$ cat src/rtl/led_matrix_pkg.sv
// led_matrix_pkg: shared scan-controller types, defaults and index helpers
package led_matrix_pkg;

    typedef enum logic [1:0] {ST_IDLE, ST_BLANK, ST_DRIVE} state_e;

    localparam int N_DEF = 15;

    function automatic int pix_idx(input int y, input int z, input int n);
        return y * n + z;
    endfunction

    // Bit width able to hold 0..v-1, never below 1.
    function automatic int clog2_min1(input int v);
        return (v > 1) ? $clog2(v) : 1;
    endfunction

endpackage

$ cat src/rtl/led_scan_timer.sv
// led_scan_timer: loadable down-counter shared by the BLANK and DRIVE phases
//   clk, rst_n : clock, async active-low reset
//   start_i    : load len_i into the counter
//   len_i      : terminal count (phase length minus one)
//   done_o     : high while the counter sits at zero (last cycle of the phase)
module led_scan_timer #(
    parameter int W = 4
) (
    input  logic         clk,
    input  logic         rst_n,
    input  logic         start_i,
    input  logic [W-1:0] len_i,
    output logic         done_o
);

    logic [W-1:0] cnt_q, cnt_d;

    // Counts down and parks at zero; no wrap.
    assign cnt_d  = start_i ? len_i : (cnt_q != '0) ? cnt_q - W'(1) : cnt_q;
    assign done_o = (cnt_q == '0);

    always_ff @(posedge clk or negedge rst_n) begin
        if (!rst_n) cnt_q <= '0;
        else        cnt_q <= cnt_d;
    end

endmodule

$ cat src/rtl/led_matrix_scan_ctrl.sv
// led_matrix_scan_ctrl: row-multiplexed N x N LED scan controller with double-buffered frames
//   clk, rst_n              : clock, async active-low reset
//   en                      : scan enable, honoured at row boundaries
//   load_valid/load_ready   : frame handshake, load_data holds pixel (y,z) at bit y*N+z
//   row_n                   : active-low row selects, col : active-high column drive
//   frame_start             : one-cycle pulse as row 0 enters blanking
//   busy                    : controller is scanning
module led_matrix_scan_ctrl
    import led_matrix_pkg::*;
#(
    parameter int N     = N_DEF,
    parameter int DWELL = 1024,
    parameter int BLANK = 4
) (
    input  logic           clk,
    input  logic           rst_n,
    input  logic           en,
    input  logic           load_valid,
    output logic           load_ready,
    input  logic [N*N-1:0] load_data,
    output logic [N-1:0]   row_n,
    output logic [N-1:0]   col,
    output logic           frame_start,
    output logic           busy
);

    localparam int MAXL = (DWELL > BLANK) ? DWELL : BLANK;
    localparam int CW   = clog2_min1(MAXL);
    localparam int RW   = clog2_min1(N);
    localparam int IW   = clog2_min1(N * N);
    localparam logic [CW-1:0] BLANK_TC = CW'(BLANK - 1);
    localparam logic [CW-1:0] DWELL_TC = CW'(DWELL - 1);
    localparam logic [RW-1:0] LAST_ROW = RW'(N - 1);

    state_e          state_q, state_d;
    logic [RW-1:0]   row_q, row_d;
    logic [N*N-1:0]  front_q, front_d, back_q, back_d;
    logic            pending_q, pending_d;
    logic [N-1:0]    row_n_q, row_n_d, col_q, col_d;
    logic            fs_q, busy_q;
    logic            tmr_start, tmr_done, swap, frame_go, xfer;
    logic [CW-1:0]   tmr_len;
    logic [IW-1:0]   base;

    led_scan_timer #(.W(CW)) u_timer (
        .clk    (clk),
        .rst_n  (rst_n),
        .start_i(tmr_start),
        .len_i  (tmr_len),
        .done_o (tmr_done)
    );

    always_comb begin
        state_d   = state_q;
        row_d     = row_q;
        tmr_start = 1'b0;
        tmr_len   = BLANK_TC;
        swap      = 1'b0;
        frame_go  = 1'b0;
        case (state_q)
            ST_IDLE: if (en) begin
                state_d   = ST_BLANK;
                row_d     = '0;
                tmr_start = 1'b1;
                swap      = pending_q;
                frame_go  = 1'b1;
            end
            ST_BLANK: if (tmr_done) begin
                state_d   = ST_DRIVE;
                tmr_start = 1'b1;
                tmr_len   = DWELL_TC;
            end
            ST_DRIVE: if (tmr_done) begin
                // en only matters here, once the row has had its full dwell.
                if (!en) begin
                    state_d = ST_IDLE;
                    row_d   = '0;
                end else begin
                    state_d   = ST_BLANK;
                    tmr_start = 1'b1;
                    if (row_q == LAST_ROW) begin
                        row_d    = '0;
                        swap     = pending_q;
                        frame_go = 1'b1;
                    end else begin
                        row_d = row_q + RW'(1);
                    end
                end
            end
            default: state_d = ST_IDLE;
        endcase
        // Swap needs pending=1 and transfer needs pending=0, so they never collide.
        xfer      = load_valid & ~pending_q;
        pending_d = swap ? 1'b0 : xfer ? 1'b1 : pending_q;
        back_d    = xfer ? load_data : back_q;
        front_d   = swap ? back_q : front_q;
        // Outputs are computed from the next state so they line up with state_q.
        base      = IW'(pix_idx(int'(row_d), 0, N));
        row_n_d   = (state_d == ST_DRIVE) ? ~(N'(1) << row_d) : '1;
        col_d     = (state_d == ST_DRIVE) ? front_q[base +: N] : '0;
    end

    always_ff @(posedge clk or negedge rst_n) begin
        if (!rst_n) begin
            state_q   <= ST_IDLE;
            row_q     <= '0;
            front_q   <= '0;
            back_q    <= '0;
            pending_q <= 1'b0;
            row_n_q   <= '1;
            col_q     <= '0;
            fs_q      <= 1'b0;
            busy_q    <= 1'b0;
        end else begin
            state_q   <= state_d;
            row_q     <= row_d;
            front_q   <= front_d;
            back_q    <= back_d;
            pending_q <= pending_d;
            row_n_q   <= row_n_d;
            col_q     <= col_d;
            fs_q      <= frame_go;
            busy_q    <= (state_d != ST_IDLE);
        end
    end

    assign load_ready  = ~pending_q;
    assign row_n       = row_n_q;
    assign col         = col_q;
    assign frame_start = fs_q;
    assign busy        = busy_q;

endmodule
$ cat config.mk
export PLATFORM = sky130hd
export DESIGN_NAME = led_matrix_scan_ctrl
export DESIGN_NICKNAME = d
export VERILOG_FILES = /design/src/rtl/led_matrix_pkg.sv /design/src/rtl/led_scan_timer.sv /design/src/rtl/led_matrix_scan_ctrl.sv
export SDC_FILE = /design/constraint.sdc
export NUM_CORES = 1
export LEC_CHECK = 0
export CAP_MARGIN = 20
export CORE_UTILIZATION = 45
export CTS_CLUSTER_DIAMETER = 200
export CTS_CLUSTER_SIZE = 28
export DETAILED_ROUTE_END_ITERATION = 10
export DONT_BUFFER_PORTS = 1
export GPL_ROUTABILITY_DRIVEN = 0
export PLACE_DENSITY = 0.68
export SLEW_MARGIN = 20
export SYNTH_ARGS = -nofsm -noshare
export SYNTH_HDL_FRONTEND = slang
export SYNTH_HIERARCHICAL = 1
export SYNTH_SLANG_ARGS = --single-unit
$ cat constraint.sdc
create_clock -name clk -period 5.56 [get_ports clk]
set_clock_uncertainty 0.1 [all_clocks]
set_input_delay 1.668 -clock clk [delete_from_list [all_inputs] [get_ports clk]]
set_output_delay 1.668 -clock clk [all_outputs]
set_load 0.05 [all_outputs]
# Yosys cells after proc, flatten, opt, wreduce, memory -nomap -nowiden
# Index checks and enable logic that the tools add are counted.
dict set report op_classes {
  add_sub_neg 2
  mul 1
  eq_ne 4
  shift 2
  mux 31
  bitwise_logic 3
  n_reduce_logical 6
}
# op n
set ops {}
lappend ops {{variable part select 225 x 9 -> 15 bit} 1}
lappend ops {{2-to-1 mux 10 bit} 4}
lappend ops {{2-to-1 mux 15 bit} 2}
lappend ops {{2-to-1 mux 4 bit} 4}
lappend ops {{NOT 15 bit} 1}
lappend ops {{left shift 1 x 4 -> 15 bit (first input constant)} 1}
lappend ops {{2-to-1 mux 1 bit} 13}
lappend ops {{zero test 10 bit} 1}
lappend ops {{nonzero test 10 bit} 1}
lappend ops {{subtractor 10 x 1 -> 10 bit (second input constant)} 1}
lappend ops {{multiplier 4 x 4 -> 8 bit (second input constant)} 1}
lappend ops {{case mux 4 bit (2 select lines)} 1}
lappend ops {{2-to-1 mux 2 bit} 3}
lappend ops {{case mux 2 bit (3 select lines)} 1}
lappend ops {{nonzero test 2 bit} 3}
lappend ops {{adder 4 x 1 -> 4 bit (second input constant)} 1}
lappend ops {{== test 2 bit (second input constant)} 2}
lappend ops {{== test 4 bit (second input constant)} 1}
lappend ops {{case mux 1 bit (2 select lines)} 2}
lappend ops {{case mux 1 bit (3 select lines)} 1}
lappend ops {{== test 2 x 1 -> 1 bit (second input constant)} 1}
lappend ops {{zero test 2 bit} 1}
lappend ops {{AND 1 bit} 1}
lappend ops {{NOT 1 bit} 1}
dict set report word_totals {
  regBits 499
  in_bits 229
  output_inout_bits 33
  wordCells 59
}

# Longest topological paths before layout
dict set report depth {
  depth_word 8
  ltp_mapped 18
  mapped_depth_nobuf 12
}

# Modules after synthesis
# Netlist, hierarchy kept.
# mod instances cells_each area_each_um2 seq_area_each_um2
set modules_own_cells {}
lappend modules_own_cells {led_matrix_scan_ctrl 1 1336 19887.8 12255.5}
lappend modules_own_cells {led_scan_timer 1 63 606.8 250.2}

# Worst setup path after synthesis
# No wires, ideal clock.
dict set report synth_timing {
  kind {input port to flip-flop}
  start {input port en}
  end {register col_q[10] (netlist: col[10])}
  setup_ns 0.129
  arrival_time_ns 3.104
  t_required_ns 5.331
  path_slack_ns 2.228
  path_stages 9
  n_path_buf 2
  cell_sequence {mux2i_1 o21ai_1 o21a_1 buf_6 inv_8 buf_12 mux4_2 a22oi_1 nand3_1}
}
dict set report synth_between {
  elab_chain_len 6
  word_cells_on_any_way 12
  classes_between {mul (1); eq/ne (1); shift (1); mux (9)}
}
# item line
set synth_rtl {}
lappend synth_rtl {{start, declared} led_matrix_scan_ctrl.sv:17} ;# input logic en,
lappend synth_rtl {{2-to-1 mux 4 bit} led_matrix_scan_ctrl.sv:75} ;# if (!en) begin
lappend synth_rtl {{2-to-1 mux 4 bit} led_matrix_scan_ctrl.sv:73} ;# ST_DRIVE: if (tmr_done) begin
lappend synth_rtl {{case mux 4 bit (2 select lines)} led_matrix_scan_ctrl.sv:60} ;# case (state_q)
lappend synth_rtl {{multiplier 4 x 4 -> 8 bit} led_matrix_pkg.sv:9} ;# return y * n + z;
lappend synth_rtl {{variable part select 225 x 9 -> 15 bit} led_matrix_scan_ctrl.sv:100} ;# col_d = (state_d == ST_DRIVE) ? front_q[base +: N] : '0;
lappend synth_rtl {{2-to-1 mux 15 bit *} led_matrix_scan_ctrl.sv:100}
lappend synth_rtl {{net col_d[10]} led_matrix_scan_ctrl.sv:39} ;# logic [N-1:0] row_n_q, row_n_d, col_q, col_d;
lappend synth_rtl {{end signal, assigned} led_matrix_scan_ctrl.sv:121} ;# col_q <= col_d;
lappend synth_rtl {{end, declared} led_matrix_scan_ctrl.sv:39}
# Mark *: on every way through the listed nets, which the timed path passes. The rest lies on a longest branch.
# A chain may end at the register's enable or synchronous reset.

# Worst setup path in the final report
dict set report layout_timing {
  start {register u_timer.cnt_q[0]}
  end {register col_q[10] (netlist: col[10])}
}
dict set report layout_between {
  elab_chain_len 6
  word_cells_on_any_way 10
  classes_between {mul (1); eq/ne (1); shift (1); mux (6); reduce/logical (1)}
}
# item line
set layout_rtl {}
lappend layout_rtl {{start, declared} led_scan_timer.sv:16} ;# logic [W-1:0] cnt_q, cnt_d;
lappend layout_rtl {{start signal, assigned} led_scan_timer.sv:24} ;# else cnt_q <= cnt_d;
lappend layout_rtl {{zero test 10 bit *} led_scan_timer.sv:20} ;# assign done_o = (cnt_q == '0);
lappend layout_rtl {{net tmr_done} led_matrix_scan_ctrl.sv:41} ;# logic tmr_start, tmr_done, swap, frame_go, xfer;
lappend layout_rtl {{2-to-1 mux 4 bit} led_matrix_scan_ctrl.sv:73}
lappend layout_rtl {{case mux 4 bit (2 select lines)} led_matrix_scan_ctrl.sv:60}
lappend layout_rtl {{multiplier 4 x 4 -> 8 bit} led_matrix_pkg.sv:9}
lappend layout_rtl {{variable part select 225 x 9 -> 15 bit} led_matrix_scan_ctrl.sv:100}
lappend layout_rtl {{2-to-1 mux 15 bit *} led_matrix_scan_ctrl.sv:100}
lappend layout_rtl {{net col_d[10]} led_matrix_scan_ctrl.sv:39}
# Marked as above.

==> reports/metrics.yaml <==
logic_synthesis:
  ys_types: 60
  yosys_most_used_dff: "dfrtp_1"
  synth_area_um2: 20500
  yosysWarnings: 6
  syn_inst: 1399
  synth-edff-count: 0
  synthDominantCellAreaShare_pct: 59.1
  yosysMostFrequentCell: "dfrtp_1"
  synthTopCellsByArea: "dfrtp_1 59%, mux2_2 25%, mux4_2 3.0%"
  synth_common_cells: "484 x dfrtp_1, 452 x mux2_2, 116 x nand2_1"
  syn_avg_cell_area_um2: 14.6
  yosysSeqAreaShare_pct: 61.0
  yosys.area.top_type: "dfrtp_1"
  synth_seq_cells: 499
  ys_async_sr_fraction_pct: 100
timing:
  setup_tns_ns: 0
  fin_ws_ns: 1.47
  hold_violations: 0
  fmax_ghz: 0.244
  setup_viol: 0
  maxSlewViolCount: 175
  finalCritPeriodShare_pct: 73.6
  worst_slew_pin_slew_ns: 1.92
  relSlewSlack_pct: -27.8
  period_needed_ns: 4.09
  whs_ns: 0.407
  rsz0062_at_grt: "no"
placement:
  post-place-ws_ns: 1.39
  hpwlAfterDp_um: 33500
  io_buffers: 0
  place_area_um2: 21000
  dp.cells: 1922
critical_path:
  path_max_fanout: 26
  required_ns: 5.95
  cp-end-kind: "register"
  cp_data_arrival_time_ns: 4.49
  reg2reg_depth: 11
  critPathLaunchType: "register"
  crit_type: "register to register"
finish:
  layout.cells.non_filler: 1958
  area.growth.synth_to_final_pct: 5.33
  design_area_um2: 21600
  layout-drive-gt1-share_pct: 40.6
  multi_input_area_um2: 7490
  n_fill_cell: 3814
  nets: 1585
  register_area_um2: 12500
outcome:
  status: "finished, violations left"
  failed_checks: "slew limit"
routing:
  first_pass_iters: 5
  wl_um: 48000
  drt_iter0_markers: 927
  ant_nets: 0
  drc: 0
  wl_per_cell_um: 24.5
  vias: 11100
  vias_per_cell: 5.69
clock_tree:
  clockBufferDepth: 3
  ctsHoldBuffers: 0
  path_clk_slew_ns: 0.11
  insertion_delay_ns: 0.57
  postCtsSetupBuffers: 0
  h-tree-depth: 1
  cts_tree: "yes"
  cts-resized-gates: 0
  cts-buffers-inserted: 21
  clk_root_buffer_cell: "clkbuf_16"
  clock-sinks: 499
floorplanning:
  pin_count: 262
  rows: 77
  chipWidth_um: 215
  core_um2: 44600
  die_h_um: 215
  initial_core_util_pct: 45.9
  dieArea_um2: 46400
global_routing:
  grt_use_total_pct: 20.9
  antenna_found_initial: 18
  grt_max_degree: 500
  grt_pass1_vias: 11400
  grt_overflow: 0
  grt_pass1_wl_um: 73000
pwr:
  power_leakage_uw: 0.00920
  powerDensity_nw_per_um2: 478
  max-vdd-ir-drop_mv: 0.302
run:
  maxCapViolations: 0
worst_hold_path:
  worstHoldPathType: "register to register"
  min_path_cells: 1
## layer usage
| layer | GRT usage (%) | vias up | share of wire [%] |
|---|---|---|---|
| met5 | 0 | - | 0.28 |
| met4 | 7.71 | 20 | 4.2 |
| met3 | 6.24 | 93 | 7.4 |
| met2 | 31.9 | 303 | 46 |
| met1 | 28.1 | 5848 | 43 |
| li1 | - | 4879 | - |
## layout make-up
type,count,area share (%)
Timing Repair Buffer,17,0.939
Clock inverter,2,0.0753
Tap cell,592,3.43
Inverter,14,0.290
Clock buffer,28,2.56
Sequential cell,499,57.9
Multi-Input combinational cell,800,34.7
Antenna cell,6,0.0696
## critical path, stage by stage (launching register included)
cell and delay [ns]:
dfrtp_1 0.40, inv_1 0.09, ha_1 0.20, nor3b_1 0.23, and3_1 0.51, nand3b_1 0.21
nand2_1 0.12, a21o_1 0.57, inv_2 0.44, nor3_2 0.80, a22oi_1 0.20, nand3_1 0.15
## cells in the final DEF, fill, tap and decap left out, drive strengths merged, types with 16 or more instances in the layout
cell    netlist  final
nor2         16     16
buf          54     17
mux4         27     27
mux2        453    453
clkbuf       33     28
dfrtp       484    484
nand2       116    116
o21ai        35     35
nand3        29     29
a21oi        25     25
## state kept, by name (all words and copies together) (netlist names)
signal and count:
back_q 225, row_n 15, pending_q 1, state_q 2, frame_start 1, busy 1
col 15, row_q 4, u_timer/cnt_q 10, front_q 225
## cell families after synthesis
group	share of synthesized area, %
AND/OR/NAND/NOR	4.26
buffers and inverters	2.55
multiplexers	28.3
AO/OA/AOI/OAI	3.41
XOR/XNOR	0.299
flip-flops	61.0
other	0.0183
adder cells (fa/ha/maj)	0.183
## power by group
| part | switching [uW] | total [uW] | internal (uW) |
|---|---|---|---|
| logic | 852 | 2360 | 1500 |
| clock network | 1100 | 1810 | 709 |
| registers | 984 | 6160 | 5170 |
## through the flow
stage          power [uW]  utilization [%]
2_1_floorplan        7760                -
6_report            10300             48.4
3_5_place_dp         8620             47.1
3_3_place_gp         8470             47.1
5_1_grt             10900             48.4
4_1_cts             10400             48.4
## worst paths after layout
| check | startpoint | end | slack, ns |
|---|---|---|---|
| max in group asynchronous | rst_n | back_q[200]$_DFFE_PN0P_ | 3.14 |
| setup / recovery | u_timer/cnt_q[0]$_DFFE_PN0P_ | col[10]$_DFF_PN0_ | 1.47 |
| hold / removal | back_q[161]$_DFFE_PN0P_ | front_q[161]$_DFFE_PN0P_ | 0.41 |
| setup reg to reg | u_timer/cnt_q[0]$_DFFE_PN0P_ | col[10]$_DFF_PN0_ | 1.47 |
| hold reg to reg | back_q[161]$_DFFE_PN0P_ | front_q[161]$_DFFE_PN0P_ | 0.41 |
| min in group asynchronous | rst_n | back_q[116]$_DFFE_PN0P_ | 0.73 |
Note: power is estimated with default switching activity, not from simulation.
